File: config.mk
export PLATFORM = sky130hd
export DESIGN_NAME = lzc_norm_pipe
export DESIGN_NICKNAME = d
export VERILOG_FILES = /design/src/rtl/lzc_norm_pipe.sv
export SDC_FILE = /design/constraint.sdc
export NUM_CORES = 1
export LEC_CHECK = 0
export CORE_MARGIN = 2
export CORE_UTILIZATION = 40
export DETAILED_ROUTE_END_ITERATION = 8
export PLACE_DENSITY = 0.81
export RECOVER_POWER = 25
export SYNTH_ARGS = -nofsm -noshare
export SYNTH_HDL_FRONTEND = slang
export SYNTH_SLANG_ARGS = --single-unit
export TNS_END_PERCENT = 10
File: constraint.sdc
create_clock -name CLK -period 2.3 [get_ports CLK]
set_input_delay 0.46 -clock CLK [delete_from_list [all_inputs] [get_ports CLK]]
set_output_delay 0.46 -clock CLK [all_outputs]
set_load 0.01 [all_outputs]
File: src/rtl/lzc_norm_pipe.sv
// Two-stage leading zero/one counter with optional normalising shift.
// Stage 1 counts per byte group; stage 2 merges group counts and shifts.
// Optional feature macro: LZC_NORM_SHIFT_EN (enables out_norm barrel shift).
module lzc_norm_pipe #(
  parameter int unsigned WIDTH = 64,
  parameter int unsigned TAGW  = 8,
  localparam int unsigned CW   = $clog2(WIDTH) + 1
) (
  input  logic             CLK,
  input  logic             RESET,
  input  logic             in_valid,
  output logic             in_ready,
  input  logic [WIDTH-1:0] in_data,
  input  logic             in_ones,
  input  logic [TAGW-1:0]  in_tag,
  output logic             out_valid,
  input  logic             out_ready,
  output logic [CW-1:0]    out_count,
  output logic             out_zero,
  output logic [WIDTH-1:0] out_norm,
  output logic [TAGW-1:0]  out_tag
);

  localparam int unsigned NG = WIDTH / 8;

  // Leading zero count of one byte, 0..8.
  function automatic logic [3:0] lzc8(input logic [7:0] b);
    logic [3:0] c;
    c = 4'd8;
    for (int i = 0; i < 8; i++) begin
      if (b[i]) c = 4'(7 - i);
    end
    return c;
  endfunction

  logic [WIDTH-1:0]     w_inv;
  logic [NG-1:0][3:0]   w_grp_cnt;
  logic                 w_all_zero;
  logic [CW-1:0]        w_cnt;
  logic                 w_ld2;

  logic                 r_s1_v;
  logic [NG-1:0][3:0]   r_s1_cnt;
  logic                 r_s1_zero;
  logic [TAGW-1:0]      r_s1_tag;
`ifdef LZC_NORM_SHIFT_EN
  logic [WIDTH-1:0]     r_s1_data;
  logic [WIDTH-1:0]     r_out_norm;
`endif

  logic                 r_out_valid;
  logic [CW-1:0]        r_out_count;
  logic                 r_out_zero;
  logic [TAGW-1:0]      r_out_tag;

  // Handshake: stage 2 frees when empty or drained; stage 1 frees when stage 2 can take it.
  assign w_ld2    = !r_out_valid || out_ready;
  assign in_ready = !r_s1_v || w_ld2;

  // Stage 1 combinational: optional inversion, per-group counts, all-zero detect.
  always_comb begin
    w_inv = in_ones ? ~in_data : in_data;
    w_grp_cnt = '0;
    for (int g = 0; g < int'(NG); g++) begin
      // Group 0 is the most significant byte.
      w_grp_cnt[g] = lzc8(w_inv[WIDTH-1-8*g -: 8]);
    end
    w_all_zero = (w_inv == '0);
  end

  // Stage 1 register: loads whenever the pipe can accept.
  always_ff @(posedge CLK or posedge RESET) begin
    if (RESET) begin
      r_s1_v    <= 1'b0;
      r_s1_cnt  <= '0;
      r_s1_zero <= 1'b0;
      r_s1_tag  <= '0;
`ifdef LZC_NORM_SHIFT_EN
      r_s1_data <= '0;
`endif
    end else if (in_ready) begin
      r_s1_v    <= in_valid;
      r_s1_cnt  <= w_grp_cnt;
      r_s1_zero <= w_all_zero;
      r_s1_tag  <= in_tag;
`ifdef LZC_NORM_SHIFT_EN
      r_s1_data <= in_data;
`endif
    end
  end

  // Stage 2 combinational: 8 * leading empty groups + count of first non-empty group.
  always_comb begin
    w_cnt = CW'(WIDTH);
    // Walk from least to most significant so the first non-empty group wins.
    for (int g = int'(NG) - 1; g >= 0; g--) begin
      if (r_s1_cnt[g] != 4'd8) w_cnt = CW'(8 * g) + CW'(r_s1_cnt[g]);
    end
  end

  // Stage 2 register: result outputs, held while the consumer stalls.
  always_ff @(posedge CLK or posedge RESET) begin
    if (RESET) begin
      r_out_valid <= 1'b0;
      r_out_count <= '0;
      r_out_zero  <= 1'b0;
      r_out_tag   <= '0;
`ifdef LZC_NORM_SHIFT_EN
      r_out_norm  <= '0;
`endif
    end else if (w_ld2) begin
      r_out_valid <= r_s1_v;
      r_out_count <= w_cnt;
      r_out_zero  <= r_s1_zero;
      r_out_tag   <= r_s1_tag;
`ifdef LZC_NORM_SHIFT_EN
      // Shift amount WIDTH yields zero, covering the all-zero operand.
      r_out_norm  <= r_s1_data << w_cnt;
`endif
    end
  end

  assign out_valid = r_out_valid;
  assign out_count = r_out_count;
  assign out_zero  = r_out_zero;
  assign out_tag   = r_out_tag;
`ifdef LZC_NORM_SHIFT_EN
  assign out_norm  = r_out_norm;
`else
  assign out_norm  = '0;
`endif

endmodule
==> impl_metrics.ini <==
[grt]
wire_length_of_the_first_global_routing_pass_um = 16700
grt_max_degree = 48
grt_antenna_before_repair = 0
grt-ovfl-total = 0
grtUsageTotal_pct = 17.9
first_global_vias = 3806

[yosys]
synthFlopType = sky130_fd_sc_hd__dfrtp_1
synth.yosys.seq_area_share_pct = 34.7
post_synthesis_cell_type_count = 56
mappedNetlistArea_mm2 = 0.00425
synth.ff_latch_count = 59
post_synth_inst_count = 562
count_of_flip_flops_with_a_built_in_enable_after_synthesis = 0
asyncSetResetFlopFracSynth_pct = 100
yosys_warnings = 0
synth.avg_cell_area_um2 = 7.56

[sta]
setup_tns_ns = 0
rsz0062_at_grt = false
timing.fmax_mhz = 512
slew_headroom_pct = 62.7
worst_margin_pin_slew_ns = 0.551
final-max-slew-violation-count = 0
period_minus_slack_ns = 1.95
final_min_period_over_clock_period_pct = 84.8
skew_ns = 0.00938
final.setup.worst_slack_ns = 0.349
finalSetupViolations = 0
hold_viol = 0

[drt]
drc = 0
drt.antenna.violating_nets = 0
vias_per_cell = 5.15
drt_first_pass_iters = 7
post_drt_wl_per_cell_um = 12.6
routed-via-count = 4166
drtIter0Drc = 217
drt_wl_total_um = 10200

[placement]
gp_congestion = 0.881
dpl.hpwl_um = 7960
detailed_place.area_mm2 = 0.00521
port_buffers = 94
detailedPlace.worstSlack_ns = 0.00710

[die]
chipWidth_um = 107
number_of_standard_cell_rows_in_the_floorplan = 37
die_area_mm2 = 0.0115
fp.dieH_um = 107
fp.coreArea_mm2 = 0.0103
ioPinCount = 159
starting_utilization_of_the_core_area_pct = 41.2

[final_layout]
final_cell_mix = 123 x sky130_fd_sc_hd__nand2_1, 91 x sky130_fd_sc_hd__clkdlybuf4s50_1, 64 x sky130_fd_sc_hd__conb_1, 59 x sky130_fd_sc_hd__dfrtp_1, 48 x sky130_fd_sc_hd__nor2_1
layout.cell_area.non_filler_mm2 = 0.00545
area_delta_synth_final_pct = 28.3
final_layout_net_count = 745
antenna_cells_inserted = 0
layout.cells.most_common = sky130_fd_sc_hd__nand2_1
fillCellCount = 945
post_route_cells_drive_above_1_share_pct = 7.13

[power_and_ir_drop]
power.density_mw_per_mm2 = 548
report.power.total_uw = 2990
vdd.ir_drop.worst_v = 0.000349
p_leak_uw = 0.00243

[outcome]
outcome = complete, no violations

[clocking]
clock_transition_at_the_register_clock_pins_on_the_worst_setup_and_hold_paths_after_cts_ns = 0.07
tritoncts_num_sinks = 59
root_buffer = sky130_fd_sc_hd__clkbuf_8
clock_latency_ns = 0.34
cts-buffers-inserted = 9
cts_htree_levels = 3
maximum_clock_insertion_buffer_count = 2
post_cts_hold_buffer_count = 0
tritoncts = built

[setup_path]
setup.worst_path.end_class = output pin
worst_ep_arrival_time_ns = 1.49
crit_type = input pin to output pin
worst-path-max-fanout = 2
required_ns = 1.84
timing.critical_path.from_type = input pin

[flow_run]
maxCapViolCount = 0

[worst_hold_path]
hold_wc_path_type = flip-flop to flip-flop
routing by layer:
layer / vias to the layer above / part of all wire (%) / global-route usage [%]
li1: 2067 / - / -
met1: 1947 / 42 / 21.4
met2: 142 / 50 / 32.1
met3: 10 / 5.9 / 3.40
met4: 0 / 1.2 / 6.22
met5: - / 0 / 0
critical path, stage by stage:
cell,delay (ns)
sky130_fd_sc_hd__clkdlybuf4s50_1,0.44
sky130_fd_sc_hd__nor2b_2,0.14
sky130_fd_sc_hd__and2_2,0.18
sky130_fd_sc_hd__clkinv_1,0.09
sky130_fd_sc_hd__dlymetal6s2s_1,0.18
synth_stat cells (6+ instances only):
| cell type | instances | area (µm²) |
|---|---|---|
| sky130_fd_sc_hd__a21boi_0 | 7 | 52.6 |
| sky130_fd_sc_hd__a21oi_1 | 28 | 140 |
| sky130_fd_sc_hd__a31oi_1 | 11 | 68.8 |
| sky130_fd_sc_hd__and3_1 | 6 | 37.5 |
| sky130_fd_sc_hd__buf_4 | 64 | 480 |
| sky130_fd_sc_hd__clkbuf_1 | 8 | 30.0 |
| sky130_fd_sc_hd__dfrtp_1 | 59 | 1480 |
| sky130_fd_sc_hd__inv_1 | 16 | 60.1 |
| sky130_fd_sc_hd__nand2_1 | 123 | 462 |
| sky130_fd_sc_hd__nand2b_1 | 9 | 56.3 |
| sky130_fd_sc_hd__nand3_1 | 26 | 130 |
| sky130_fd_sc_hd__nor2_1 | 48 | 180 |
| sky130_fd_sc_hd__nor3_1 | 16 | 80.1 |
| sky130_fd_sc_hd__o21ai_0 | 28 | 140 |
| sky130_fd_sc_hd__o31ai_1 | 12 | 90.1 |
| sky130_fd_sc_hd__or3_1 | 9 | 56.3 |
worst paths after layout:
check,from,endpoint,slack [ns],cells past startpoint
setup / recovery,out_ready,in_ready,0.35,5
hold / removal,r_s1_v$_DFFE_PP0P_,out_valid$_DFFE_PP0P_,0.46,1
setup reg to reg,r_s1_cnt[20]$_DFFE_PP0P_,out_count[4]$_DFFE_PP0P_,0.52,4
hold reg to reg,r_s1_v$_DFFE_PP0P_,out_valid$_DFFE_PP0P_,0.46,1
max in group asynchronous,RESET,r_s1_zero$_DFFE_PP0P_,1.05,3
min in group asynchronous,RESET,out_tag[2]$_DFFE_PP0P_,0.60,2
area by class of cell:
cell class,instances,area [µm²],share of cell area (%)
Timing Repair Buffer,114,1110,20.4
Inverter,17,63.8,1.17
Tap cell,136,170,3.12
Sequential cell,59,1480,27.1
Clock inverter,7,116,2.13
Clock buffer,9,124,2.27
Multi-Input combinational cell,467,2390,43.8
report_power, final:
part	internal (µW)	total, µW	switching, µW	leakage [µW]
clock	717	1140	419	0.000119
sequential	1120	1190	69.3	0.000761
combinational	313	661	347	0.00155
stage by stage:
| step | std cells | hold slack (ns) | utilization, % |
|---|---|---|---|
| finish | 809 | 0.459 | 52.8 |
| global route | 809 | 0.493 | 52.8 |
| CTS | 809 | 0.379 | 52.8 |
| detailed placement | 793 | 0.453 | 50.4 |
| global placement | 793 | 0.436 | 50.4 |
| floorplan | 625 | 0.425 | - |
repair_timing:
item / 4_1_cts / 5_1_grt
resized for setup: 0 / 2
endpoints found under the setup margin: 0 / 1
setup buffers: 0 / 0
hold endpoints to repair: 0 / 0
registers in the layout (all words and copies together) (netlist names):
| name | cells |
|---|---|
| out_count | 7 |
| r_s1_tag | 8 |
| out_zero | 1 |
| r_s1_cnt | 32 |
| r_s1_v | 1 |
| r_s1_zero | 1 |
| out_tag | 8 |
| out_valid | 1 |
logic make-up (layout without fill, tap and decap cells):
logic type,Yosys count,after routing,synth area share (%)
other,1,64,0.0883
flip-flops,59,59,34.7
buffers and inverters,99,147,14.7
AND/OR/NAND/NOR,272,272,30.4
AO/OA/AOI/OAI,131,131,20.1
Power figures use the tool's default switching activity.
